<file path="config.mk">
export PLATFORM = sky130hd
export DESIGN_NAME = axi_wr_slave
export DESIGN_NICKNAME = d
export VERILOG_FILES = /design/src/rtl/axi_pkg.sv /design/src/rtl/axi_addr_gen.sv /design/src/rtl/axi_wr_slave.sv
export SDC_FILE = /design/constraint.sdc
export NUM_CORES = 1
export LEC_CHECK = 0
export ABC_AREA = 1
export BUFFER_PORTS_ARGS = -buffer_cell sky130_fd_sc_hd__buf_2
export CAP_MARGIN = 20
export CORE_MARGIN = 8
export CORE_UTILIZATION = 55
export CTS_CLUSTER_DIAMETER = 60
export DETAILED_ROUTE_END_ITERATION = 10
export PLACE_DENSITY_LB_ADDON = 0.08
export SLEW_MARGIN = 30
export SYNTH_ARGS = -nofsm -noshare
export SYNTH_HDL_FRONTEND = slang
export SYNTH_HIERARCHICAL = 1
export SYNTH_SLANG_ARGS = --single-unit
</file>
<file path="constraint.sdc">
create_clock -name ACLK -period 5.1 [get_ports ACLK]
set_clock_uncertainty 0.15 [all_clocks]
set_input_delay 0.255 -clock ACLK [delete_from_list [all_inputs] [get_ports ACLK]]
set_output_delay 0.255 -clock ACLK [all_outputs]
set_load 0.02 [all_outputs]
</file>
<file path="src/rtl/axi_pkg.sv">
// Shared AXI write-slave types and widths.
// Burst/response encodings, FSM states, AW legality check.
package axi_pkg;

  localparam int ID_W   = 4;
  localparam int ADDR_W = 32;
  localparam int DATA_W = 32;
  localparam int STRB_W = 4;
  localparam int LEN_W  = 4;
  localparam int SIZE_W = 3;

  typedef enum logic [1:0] {
    BURST_FIXED = 2'b00,
    BURST_INCR  = 2'b01,
    BURST_WRAP  = 2'b10,
    BURST_RSVD  = 2'b11
  } burst_e;

  typedef enum logic [1:0] {
    RESP_OKAY   = 2'b00,
    RESP_EXOKAY = 2'b01,
    RESP_SLVERR = 2'b10,
    RESP_DECERR = 2'b11
  } resp_e;

  typedef logic [1:0] state_t;

  localparam state_t ST_IDLE = 2'd0;
  localparam state_t ST_DATA = 2'd1;
  localparam state_t ST_RESP = 2'd2;

  // 1 when the AW request can never be serviced legally
  function automatic logic aw_bad(
    input logic [ADDR_W-1:0] addr,
    input logic [SIZE_W-1:0] size,
    input logic [LEN_W-1:0]  len,
    input logic [1:0]        burst
  );
    logic [13:0]       span;
    logic [13:0]       endb;
    logic [ADDR_W-1:0] amask;
    logic              wlen_ok;
    span    = ({10'd0, len} + 14'd1) << size;
    endb    = {2'b00, addr[11:0]} + span;
    amask   = (32'd1 << size) - 32'd1;
    wlen_ok = (len == 4'd1) || (len == 4'd3) ||
              (len == 4'd7) || (len == 4'd15);
    aw_bad  = 1'b0;
    if (burst == BURST_RSVD)
      aw_bad = 1'b1;
    if (size > 3'd2)
      aw_bad = 1'b1;
    if (burst == BURST_WRAP && !wlen_ok)
      aw_bad = 1'b1;
    if (burst == BURST_WRAP && (addr & amask) != '0)
      aw_bad = 1'b1;
    if (burst == BURST_INCR && endb > 14'd4096)
      aw_bad = 1'b1;
    return aw_bad;
  endfunction

endpackage

</file>
<file path="src/rtl/axi_addr_gen.sv">
// Next beat address for FIXED/INCR/WRAP bursts.
// Purely combinational; fed by the current beat address.
module axi_addr_gen
  import axi_pkg::*;
(
  input  logic [ADDR_W-1:0] addr,
  input  logic [SIZE_W-1:0] size,
  input  logic [LEN_W-1:0]  len,
  input  logic [1:0]        burst,
  output logic [ADDR_W-1:0] next_addr
);

  logic [ADDR_W-1:0] bytes;
  logic [ADDR_W-1:0] aligned;
  logic [ADDR_W-1:0] wmask;
  logic [ADDR_W-1:0] base;

  // step from the aligned address; WRAP folds into its window
  always_comb begin
    bytes     = 32'd1 << size;
    aligned   = addr & ~(bytes - 32'd1);
    wmask     = (({28'd0, len} + 32'd1) << size) - 32'd1;
    base      = addr & ~wmask;
    next_addr = addr;
    unique case (1'b1)
      burst == BURST_INCR:
        next_addr = aligned + bytes;
      burst == BURST_WRAP:
        next_addr = base | ((aligned + bytes) & wmask);
      default:
        next_addr = addr;
    endcase
  end

endmodule

</file>
<file path="src/rtl/axi_wr_slave.sv">
// Single-outstanding AXI write slave with memory strobe.
// IDLE -> DATA -> RESP; errors answered with SLVERR.
module axi_wr_slave
  import axi_pkg::*;
#(
  parameter int MAX_WAIT = 16
) (
  input  logic              ACLK,
  input  logic              ARESETn,
  input  logic [ID_W-1:0]   AWID,
  input  logic [ADDR_W-1:0] AWADDR,
  input  logic [LEN_W-1:0]  AWLEN,
  input  logic [SIZE_W-1:0] AWSIZE,
  input  logic [1:0]        AWBURST,
  input  logic              AWVALID,
  output logic              AWREADY,
  input  logic [ID_W-1:0]   WID,
  input  logic [DATA_W-1:0] WDATA,
  input  logic [STRB_W-1:0] WSTRB,
  input  logic              WLAST,
  input  logic              WVALID,
  output logic              WREADY,
  output logic [ID_W-1:0]   BID,
  output logic [1:0]        BRESP,
  output logic              BVALID,
  input  logic              BREADY,
  output logic              mem_we,
  output logic [ADDR_W-1:0] mem_addr,
  output logic [DATA_W-1:0] mem_wdata,
  output logic [STRB_W-1:0] mem_wstrb,
  output logic              resp_timeout
);

  localparam int WW = $clog2(MAX_WAIT + 1);

  state_t            state;
  logic [ID_W-1:0]   aw_id;
  logic [LEN_W-1:0]  aw_len;
  logic [SIZE_W-1:0] aw_size;
  logic [1:0]        aw_burst;
  logic              aw_err;
  logic              beat_err;
  logic [ADDR_W-1:0] cur_addr;
  logic [ADDR_W-1:0] nxt_addr;
  logic [LEN_W-1:0]  cnt;
  logic [WW-1:0]     wcnt;

  logic is_last_cnt;
  logic wid_bad;
  logic last_bad;
  logic w_end;

  assign is_last_cnt = (cnt == aw_len);
  assign wid_bad     = (WID != aw_id);
  assign last_bad    = (WLAST != is_last_cnt);
  assign w_end       = WLAST || is_last_cnt;

  axi_addr_gen u_addr_gen (
    .addr      (cur_addr),
    .size      (aw_size),
    .len       (aw_len),
    .burst     (aw_burst),
    .next_addr (nxt_addr)
  );

  // transaction FSM with registered handshakes and outputs
  always_ff @(posedge ACLK) begin
    if (!ARESETn) begin
      state        <= ST_IDLE;
      AWREADY      <= 1'b0;
      WREADY       <= 1'b0;
      BVALID       <= 1'b0;
      BID          <= '0;
      BRESP        <= '0;
      mem_we       <= 1'b0;
      mem_addr     <= '0;
      mem_wdata    <= '0;
      mem_wstrb    <= '0;
      resp_timeout <= 1'b0;
      aw_id        <= '0;
      aw_len       <= '0;
      aw_size      <= '0;
      aw_burst     <= '0;
      aw_err       <= 1'b0;
      beat_err     <= 1'b0;
      cur_addr     <= '0;
      cnt          <= '0;
      wcnt         <= '0;
    end else begin
      mem_we       <= 1'b0;
      resp_timeout <= 1'b0;
      case (state)
        ST_IDLE: begin
          AWREADY <= 1'b1;
          if (AWVALID && AWREADY) begin
            aw_id    <= AWID;
            aw_len   <= AWLEN;
            aw_size  <= AWSIZE;
            aw_burst <= AWBURST;
            aw_err   <= aw_bad(AWADDR, AWSIZE,
                               AWLEN, AWBURST);
            beat_err <= 1'b0;
            cur_addr <= AWADDR;
            cnt      <= '0;
            AWREADY  <= 1'b0;
            WREADY   <= 1'b1;
            state    <= ST_DATA;
          end
        end
        ST_DATA: begin
          if (WVALID && WREADY) begin
            mem_we    <= !aw_err && !wid_bad;
            mem_addr  <= cur_addr;
            mem_wdata <= WDATA;
            mem_wstrb <= WSTRB;
            cur_addr  <= nxt_addr;
            cnt       <= cnt + 4'd1;
            if (wid_bad || last_bad)
              beat_err <= 1'b1;
            if (w_end) begin
              WREADY <= 1'b0;
              BVALID <= 1'b1;
              BID    <= aw_id;
              BRESP  <= (aw_err || beat_err ||
                         wid_bad || last_bad) ?
                        RESP_SLVERR : RESP_OKAY;
              wcnt   <= '0;
              state  <= ST_RESP;
            end
          end
        end
        ST_RESP: begin
          if (BREADY) begin
            BVALID  <= 1'b0;
            AWREADY <= 1'b1;
            state   <= ST_IDLE;
          end else begin
            if (wcnt < WW'(MAX_WAIT))
              wcnt <= wcnt + 1'b1;
            if (wcnt == WW'(MAX_WAIT - 1))
              resp_timeout <= 1'b1;
          end
        end
        default: begin
          state <= ST_IDLE;
        end
      endcase
    end
  end

endmodule

</file>
==> flow_metrics.py, run 1 <==
metrics = {
    "run_status": {
        "status": "finished clean",
    },
    "finish": {
        "drive_above_1_share_pct": 15.9,
        "fin_area_um2": 11300,
        "area_delta_synth_final_pct": 24.7,
        "fillCellCount": 1469,
        "utilization_pct": 69.0,
        "instances_no_fill": 1885,
        "fin_nets": 1772,
    },
    "sta": {
        "tns_ns": 0,
        "maxSlewHeadroom_pct": 45.8,
        "report.final.setup_viol": 0,
        "max_freq_mhz": 271,
        "maxSlewViolCount": 0,
        "fin_crit_sh_pct": 72.3,
        "period_needed_ns": 3.69,
        "rsz0062_at_grt": "false",
        "hold_slack_ns": 0.0384,
        "hold_violations": 0,
        "worst_slew_pin_slew_ns": 0.814,
    },
    "route": {
        "wirelength_mm": 30.0,
        "via_per_inst": 5.48,
        "drtPass1Iterations": 6,
        "drtIter0Drc": 810,
        "final_antenna_net_count": 0,
        "dr_total_vias": 10300,
        "drc_errors": 0,
        "wl_per_cell_um": 15.9,
    },
    "grt": {
        "grt_usage_pct": 29.1,
        "antenna_found_initial": 1,
        "grt_pass1_wl_mm": 48.6,
        "grt_overflow_total": 0,
        "first_global_vias": 9945,
        "grt_max_degree": 71,
    },
    "clocking": {
        "cts_num_sinks": 136,
        "clock_latency_ns": 0.43,
        "clock-root-buffer": "clkbuf_16",
        "cts_tree": "done",
        "numCtsBuffers": 17,
        "post_cts_buffers": 0,
        "cts_max_level": 4,
        "path_clk_slew_ns": 0.07,
        "clockBufferDepth": 2,
    },
    "floorplanning": {
        "die_area_um2": 20800,
        "initial_utilization_pct": 55.4,
        "die_x_um": 144,
        "num_io_pins": 170,
        "rows": 47,
        "core_um2": 16300,
        "fp.dieH_um": 144,
    },
    "setup_path": {
        "critPathCaptureType": "register",
        "cp_slowest_stage_delay_ns": 0.72,
        "cp_max_fo": 14,
        "cp-start-kind": "register",
        "cp.buffers_inverters": 5,
        "slowest_stage": "dfxtp_1",
        "crit_arrival_ns": 3.87,
        "worstPathRequired_ns": 5.28,
        "crit_family": "simple AND/OR/NAND/NOR gates",
        "cpMostUsedCell": "nand2_1",
        "crit_path_cell_trace": "inv_2 -> nor2_1 -> inv_1 -> ha_1 -> nand2_1 -> inv_1 -> ha_1 -> inv_1 -> nor2_1 -> nand2_1 -> nor3_1 -> nand2_1 -> nand3_2 -> nand2_1 -> inv_1 -> nand2_1 -> nand2_1 -> nand4_1 -> nand2_1 -> nand2_1 -> a31oi_1",
        "worstSetupPathType": "reg2reg",
    },
    "logic_synthesis": {
        "synth_top_area_share_pct": 30.1,
        "ys_top_cells_by_area": "dfxtp_1 (30%), nand2_1 (13%), nor2_1 (11%), o21ai_0 (8.2%), inv_1 (5.6%)",
        "synth_warnings": 6,
        "syn_avg_cell_area_um2": 6.27,
        "ys_seq_elements": 136,
        "synth_nets": 1564,
        "yosysTopAreaCell": "dfxtp_1",
        "ys_seq_area_share_pct": 30.1,
        "synth_area_um2": 9050,
        "netlist_instances": 1443,
        "post_synth_num_cell_types": 56,
    },
    "place": {
        "dpl.hpwl_mm": 21.4,
        "placed_area_um2": 9980,
        "dp.cells": 1781,
        "io_buffers": 168,
        "gp_congestion": 0.969,
    },
    "min_path": {
        "hp-class": "in2reg",
    },
    "pwr": {
        "p_leak_nw": 5.64,
        "ir_drop_mv": 0.242,
        "power_density_nw_per_um2": 282,
    },
    "run": {
        "maxCapViolCount": 0,
    },
}
-- kinds of logic after synthesis --
group           Yosys count  synth area share (%)
compound gates          275                  16.7
xor+xnor                 30                  2.90
fa+ha+maj                30                  4.23
buf+inv                 207                  9.01
flops                   136                  30.1
other cells               1                0.0414
simple gates            764                  37.0
-- synth_stat cells, drive strengths merged --
cell and instances:
a211oi 2, a21boi 2, a21oi 53, a22oi 1
a31o 1, a31oi 38, and2 2, and3 5
buf 20, clkbuf 37, clkinv 4, conb 1
dfxtp 136, fa 1, ha 29, inv 146
nand2 326, nand3 95, nand3b 6, nand4 26
nor2 264, nor3 27, nor3b 2, nor4 6
o211ai 3, o21a 1, o21ai 166, o21bai 1
o22ai 5, o31ai 1, o41ai 1, or2 5
xnor2 14, xor2 16
-- cell usage in the layout, fill, tap and decap left out, types with 6 or more instances in the layout --
| cell type | synthesis | layout |
|---|---|---|
| dfxtp_1 | 136 | 136 |
| a21oi_1 | 52 | 52 |
| nand2_2 | 10 | 10 |
| xnor2_1 | 14 | 14 |
| buf_4 | 4 | 7 |
| o21ai_1 | 9 | 9 |
| dlygate4sd3_1 | 0 | 71 |
| nand2_1 | 313 | 313 |
| buf_2 | 9 | 168 |
| xor2_1 | 16 | 16 |
| clkbuf_16 | 0 | 17 |
| a31oi_1 | 38 | 38 |
| nand3_1 | 88 | 88 |
| nand4_1 | 25 | 25 |
| nor3_1 | 24 | 23 |
| nand3_2 | 7 | 7 |
| ha_1 | 29 | 29 |
| o21ai_0 | 149 | 149 |
| nor2_1 | 256 | 256 |
| o21ai_2 | 6 | 6 |
| inv_1 | 134 | 134 |
| nor4_1 | 6 | 6 |
| inv_2 | 10 | 9 |
-- per-stage QoR --
step | setup slack, ns | power [mW]
floorplan | 2.13 | 1.68
global placement | 1.58 | 1.87
detailed placement | 1.51 | 1.88
CTS | 1.48 | 3.18
global route | 0.974 | 3.33
finish | 1.41 | 3.18
-- metal layers --
metal	global-route usage, %	part of all wire (%)	vias to the layer above
met2	47.6	47	392
met1	36.0	43	4707
li1	-	-	5155
met4	12.4	3.3	0
met5	0	0	-
met3	6.73	6.4	70
-- where the power goes --
part | switching (mW) | leakage, nW | internal (mW)
Sequential | 0.0662 | 1.10 | 1.11
Combinational | 0.478 | 4.25 | 0.267
Clock | 0.554 | 0.293 | 0.707
Total | 1.10 | 5.64 | 2.08
-- worst paths after layout --
kind / start / end / slack [ns] / cells after the start
max: aw_size[0]$_SDFFE_PN0P_ / cur_addr[31]$_SDFFE_PN0P_ / 1.41 / 21
min: WID[2] / mem_we$_SDFF_PN0_ / 0.04 / 4
min reg2reg: beat_err$_SDFFE_PN0P_ / beat_err$_SDFFE_PN0P_ / 0.32 / 2
max reg2reg: aw_size[0]$_SDFFE_PN0P_ / cur_addr[31]$_SDFFE_PN0P_ / 1.41 / 21
-- sequential cells by signal (all words and copies together), names as in the netlist, 2 cells and up --
| register | flops |
|---|---|
| mem_addr | 32 |
| cur_addr | 32 |
| mem_wstrb | 4 |
| wcnt | 5 |
| aw_len | 4 |
| state | 2 |
| aw_size | 3 |
| BID | 4 |
| cnt | 4 |
| aw_id | 4 |
| mem_wdata | 32 |
| aw_burst | 2 |
-- tightest hold or removal path: stages --
cell and delay [ns]:
buf_2 0.09, xnor2_1 0.05, nand4_1 0.11, nor4_1 0.06
-- repair_timing --
action                    4_1_cts  5_1_grt
hold buffers                   71        0
resized for setup               0        0
hold endpoints to repair       72        0
-- final cells by class --
class                      count  area, um^2  share of cell area [%]
antenna                        1        2.50                  0.0222
clock buffer                  18         439                    3.89
clock inverter                14         156                    1.39
inverter                     150         569                    5.04
multi-input combinational   1100        5520                    48.9
sequential                   136        2720                    24.1
tap                          220         275                    2.44
timing repair buffer         246        1600                    14.2
No activity file was read; power rests on OpenSTA's default activity.
==> run 2: changes to the inputs <==
==> constraint.sdc (replaced) <==
create_clock -name ACLK -period 3.5 [get_ports ACLK]
set_clock_uncertainty 0.15 [all_clocks]
set_input_delay 0.175 -clock ACLK [delete_from_list [all_inputs] [get_ports ACLK]]
set_output_delay 0.175 -clock ACLK [all_outputs]
set_load 0.02 [all_outputs]
==> run 2 against run 1 <==
Net effect: design area up 2.5%; cell count up 1.5%; global-route usage up 1.1 points; clock power up 53%; via count up 1.8%; total power up 50%; routed wire length up 4.2%; worst hold slack better by 0.012 ns; sequential share of layout area down 0.57 points; maximum frequency up 15%; die area unchanged.
==> flow_metrics.py, run 2 (same netlist as run 1, synthesis figures left out) <==
metrics = {
    "clocking": {
        "numCtsBuffers": 17,
        "post_cts_buffers": 0,
        "cts_tree": "done",
        "clockBufferDepth": 2,
        "cts_num_sinks": 136,
        "cts_max_level": 4,
        "clock-root-buffer": "clkbuf_16",
        "clock_latency_ns": 0.43,
        "path_clk_slew_ns": 0.06,
    },
    "sta": {
        "report.final.setup_viol": 0,
        "period_needed_ns": 3.22,
        "rsz0062_at_grt": "false",
        "fin_crit_sh_pct": 92.0,
        "tns_ns": 0,
        "hold_violations": 0,
        "maxSlewHeadroom_pct": 36.9,
        "hold_slack_ns": 0.0507,
        "maxSlewViolCount": 0,
        "worst_slew_pin_slew_ns": 0.947,
        "max_freq_mhz": 311,
    },
    "grt": {
        "first_global_vias": 10100,
        "grt_overflow_total": 0,
        "grt_max_degree": 71,
        "grt_usage_pct": 30.2,
        "antenna_found_initial": 1,
        "grt_pass1_wl_mm": 50.1,
    },
    "floorplanning": {
        "core_um2": 16300,
        "initial_utilization_pct": 55.4,
        "num_io_pins": 170,
        "rows": 47,
        "fp.dieH_um": 144,
        "die_x_um": 144,
        "die_area_um2": 20800,
    },
    "route": {
        "dr_total_vias": 10500,
        "drc_errors": 0,
        "via_per_inst": 5.49,
        "wl_per_cell_um": 16.4,
        "drtPass1Iterations": 6,
        "drtIter0Drc": 914,
        "final_antenna_net_count": 0,
        "wirelength_mm": 31.3,
    },
    "pwr": {
        "ir_drop_mv": 0.401,
        "total_power_mw": 4.77,
        "power_density_nw_per_um2": 412,
        "p_leak_nw": 5.79,
    },
    "finish": {
        "fin_area_um2": 11600,
        "final_common_cell": "nand2_1",
        "area_delta_synth_final_pct": 27.9,
        "drive_above_1_share_pct": 16.9,
        "fin_nets": 1799,
        "utilization_pct": 70.8,
        "final_cell_mix": "nand2_1 (313), nor2_1 (255), buf_2 (168)",
        "reg_top3": "cur_addr x32, mem_addr x32, mem_wdata x32",
    },
    "setup_path": {
        "cp_max_fo": 7,
        "r2r_cells": 20,
        "cp-start-kind": "register",
        "worstSetupPathType": "reg2reg",
        "r2r-start": "aw_size[1]$_SDFFE_PN0P_",
        "critPathCaptureType": "register",
        "crit_arrival_ns": 3.42,
        "r2r_slack_ns": 0.28,
        "r2r-end": "cur_addr[30]$_SDFFE_PN0P_",
        "worstPathRequired_ns": 3.70,
    },
    "run": {
        "maxCapViolCount": 0,
    },
    "place": {
        "gp_congestion": 1.03,
        "placed_area_um2": 10100,
        "dpl.hpwl_mm": 21.9,
        "io_buffers": 168,
    },
    "min_path": {
        "hold_start": "AWADDR[10]",
        "hp-class": "in2reg",
        "hold_end": "cur_addr[10]$_SDFFE_PN0P_",
        "holdPathStages": 3,
    },
    "run_status": {
        "status": "finished clean",
    },
}
run 2: cell count changes in the layout (fill, tap and decap cells not counted), moves of 2 or more:
cell / delta
nor3_2: +2
dfxtp_1: -2
dfxtp_2: +2
dlygate4sd3_1: +11
inv_8: +2
buf_4: +16
clkinv_8: +2
clkinv_4: -3
nor3_1: -2
diode_2: +2
run 2: worst max path at each step:
stage | from | to | depth (start not counted)
after floorplan | aw_size[2]$_SDFFE_PN0P_ | cur_addr[26]$_SDFFE_PN0P_ | 20
after global placement | aw_len[0]$_SDFFE_PN0P_ | cur_addr[11]$_SDFFE_PN0P_ | 19
after detailed placement | aw_size[0]$_SDFFE_PN0P_ | cur_addr[31]$_SDFFE_PN0P_ | 21
after CTS | aw_size[0]$_SDFFE_PN0P_ | cur_addr[31]$_SDFFE_PN0P_ | 21
after global routing | aw_len[1]$_SDFFE_PN0P_ | cur_addr[11]$_SDFFE_PN0P_ | 20
final | aw_size[1]$_SDFFE_PN0P_ | cur_addr[30]$_SDFFE_PN0P_ | 20
run 2: metrics by stage:
stage / std cells / setup slack, ns
after floorplan: 1443 / 0.528
after global placement: 1797 / 0.261
after detailed placement: 1797 / 0.286
after CTS: 1911 / 0.247
after global routing: 1912 / 0.0352
final: 1914 / 0.281
run 2: what timing repair did:
action	CTS	global route
endpoints found under the setup margin	0	8
endpoints found under the hold margin	84	0
hold buffers	82	0
resized for setup	0	5
run 2: critical path: stages (launching register included):
cell	delay, ns
dfxtp_1	0.33
buf_4	0.17
inv_2	0.12
nand2_1	0.12
nor2_2	0.15
inv_1	0.06
ha_1	0.22
nand2_1	0.10
a21boi_1	0.29
nand2_1	0.11
o21ai_2	0.23
nand3_2	0.10
nand2_2	0.18
nand2_4	0.09
nor2_4	0.11
nand2_1	0.07
nand2_1	0.07
nand3_1	0.07
o21ai_1	0.15
nand2_1	0.07
a31oi_1	0.18
run 2: report_power, final:
| part | switching (mW) | leakage (nW) | total, mW | internal (mW) |
|---|---|---|---|---|
| Clock | 0.830 | 0.309 | 1.93 | 1.10 |
| Sequential | 0.0832 | 1.10 | 1.70 | 1.61 |
| Combinational | 0.728 | 4.38 | 1.15 | 0.418 |
run 2: cell type report:
cell class	count	area, um^2
Clock inverter	15	206
Tap cell	220	275
Multi-Input combinational cell	1100	5530
Fill cell	1378	4770
Clock buffer	17	425
Sequential cell	136	2730
Timing Repair Buffer	273	1830
Inverter	150	568
Antenna cell	3	7.51
run 2: routing by layer:
layer / wire length [um] / vias to the layer above / part of all wire, % / GRT usage [%]
li1: - / 5207 / - / -
met1: 13300 / 4819 / 42 / 37.2
met2: 14800 / 417 / 47 / 49.1
met3: 2390 / 68 / 7.6 / 7.99
met4: 826 / 0 / 2.6 / 12.2
met5: 0 / - / 0 / 0
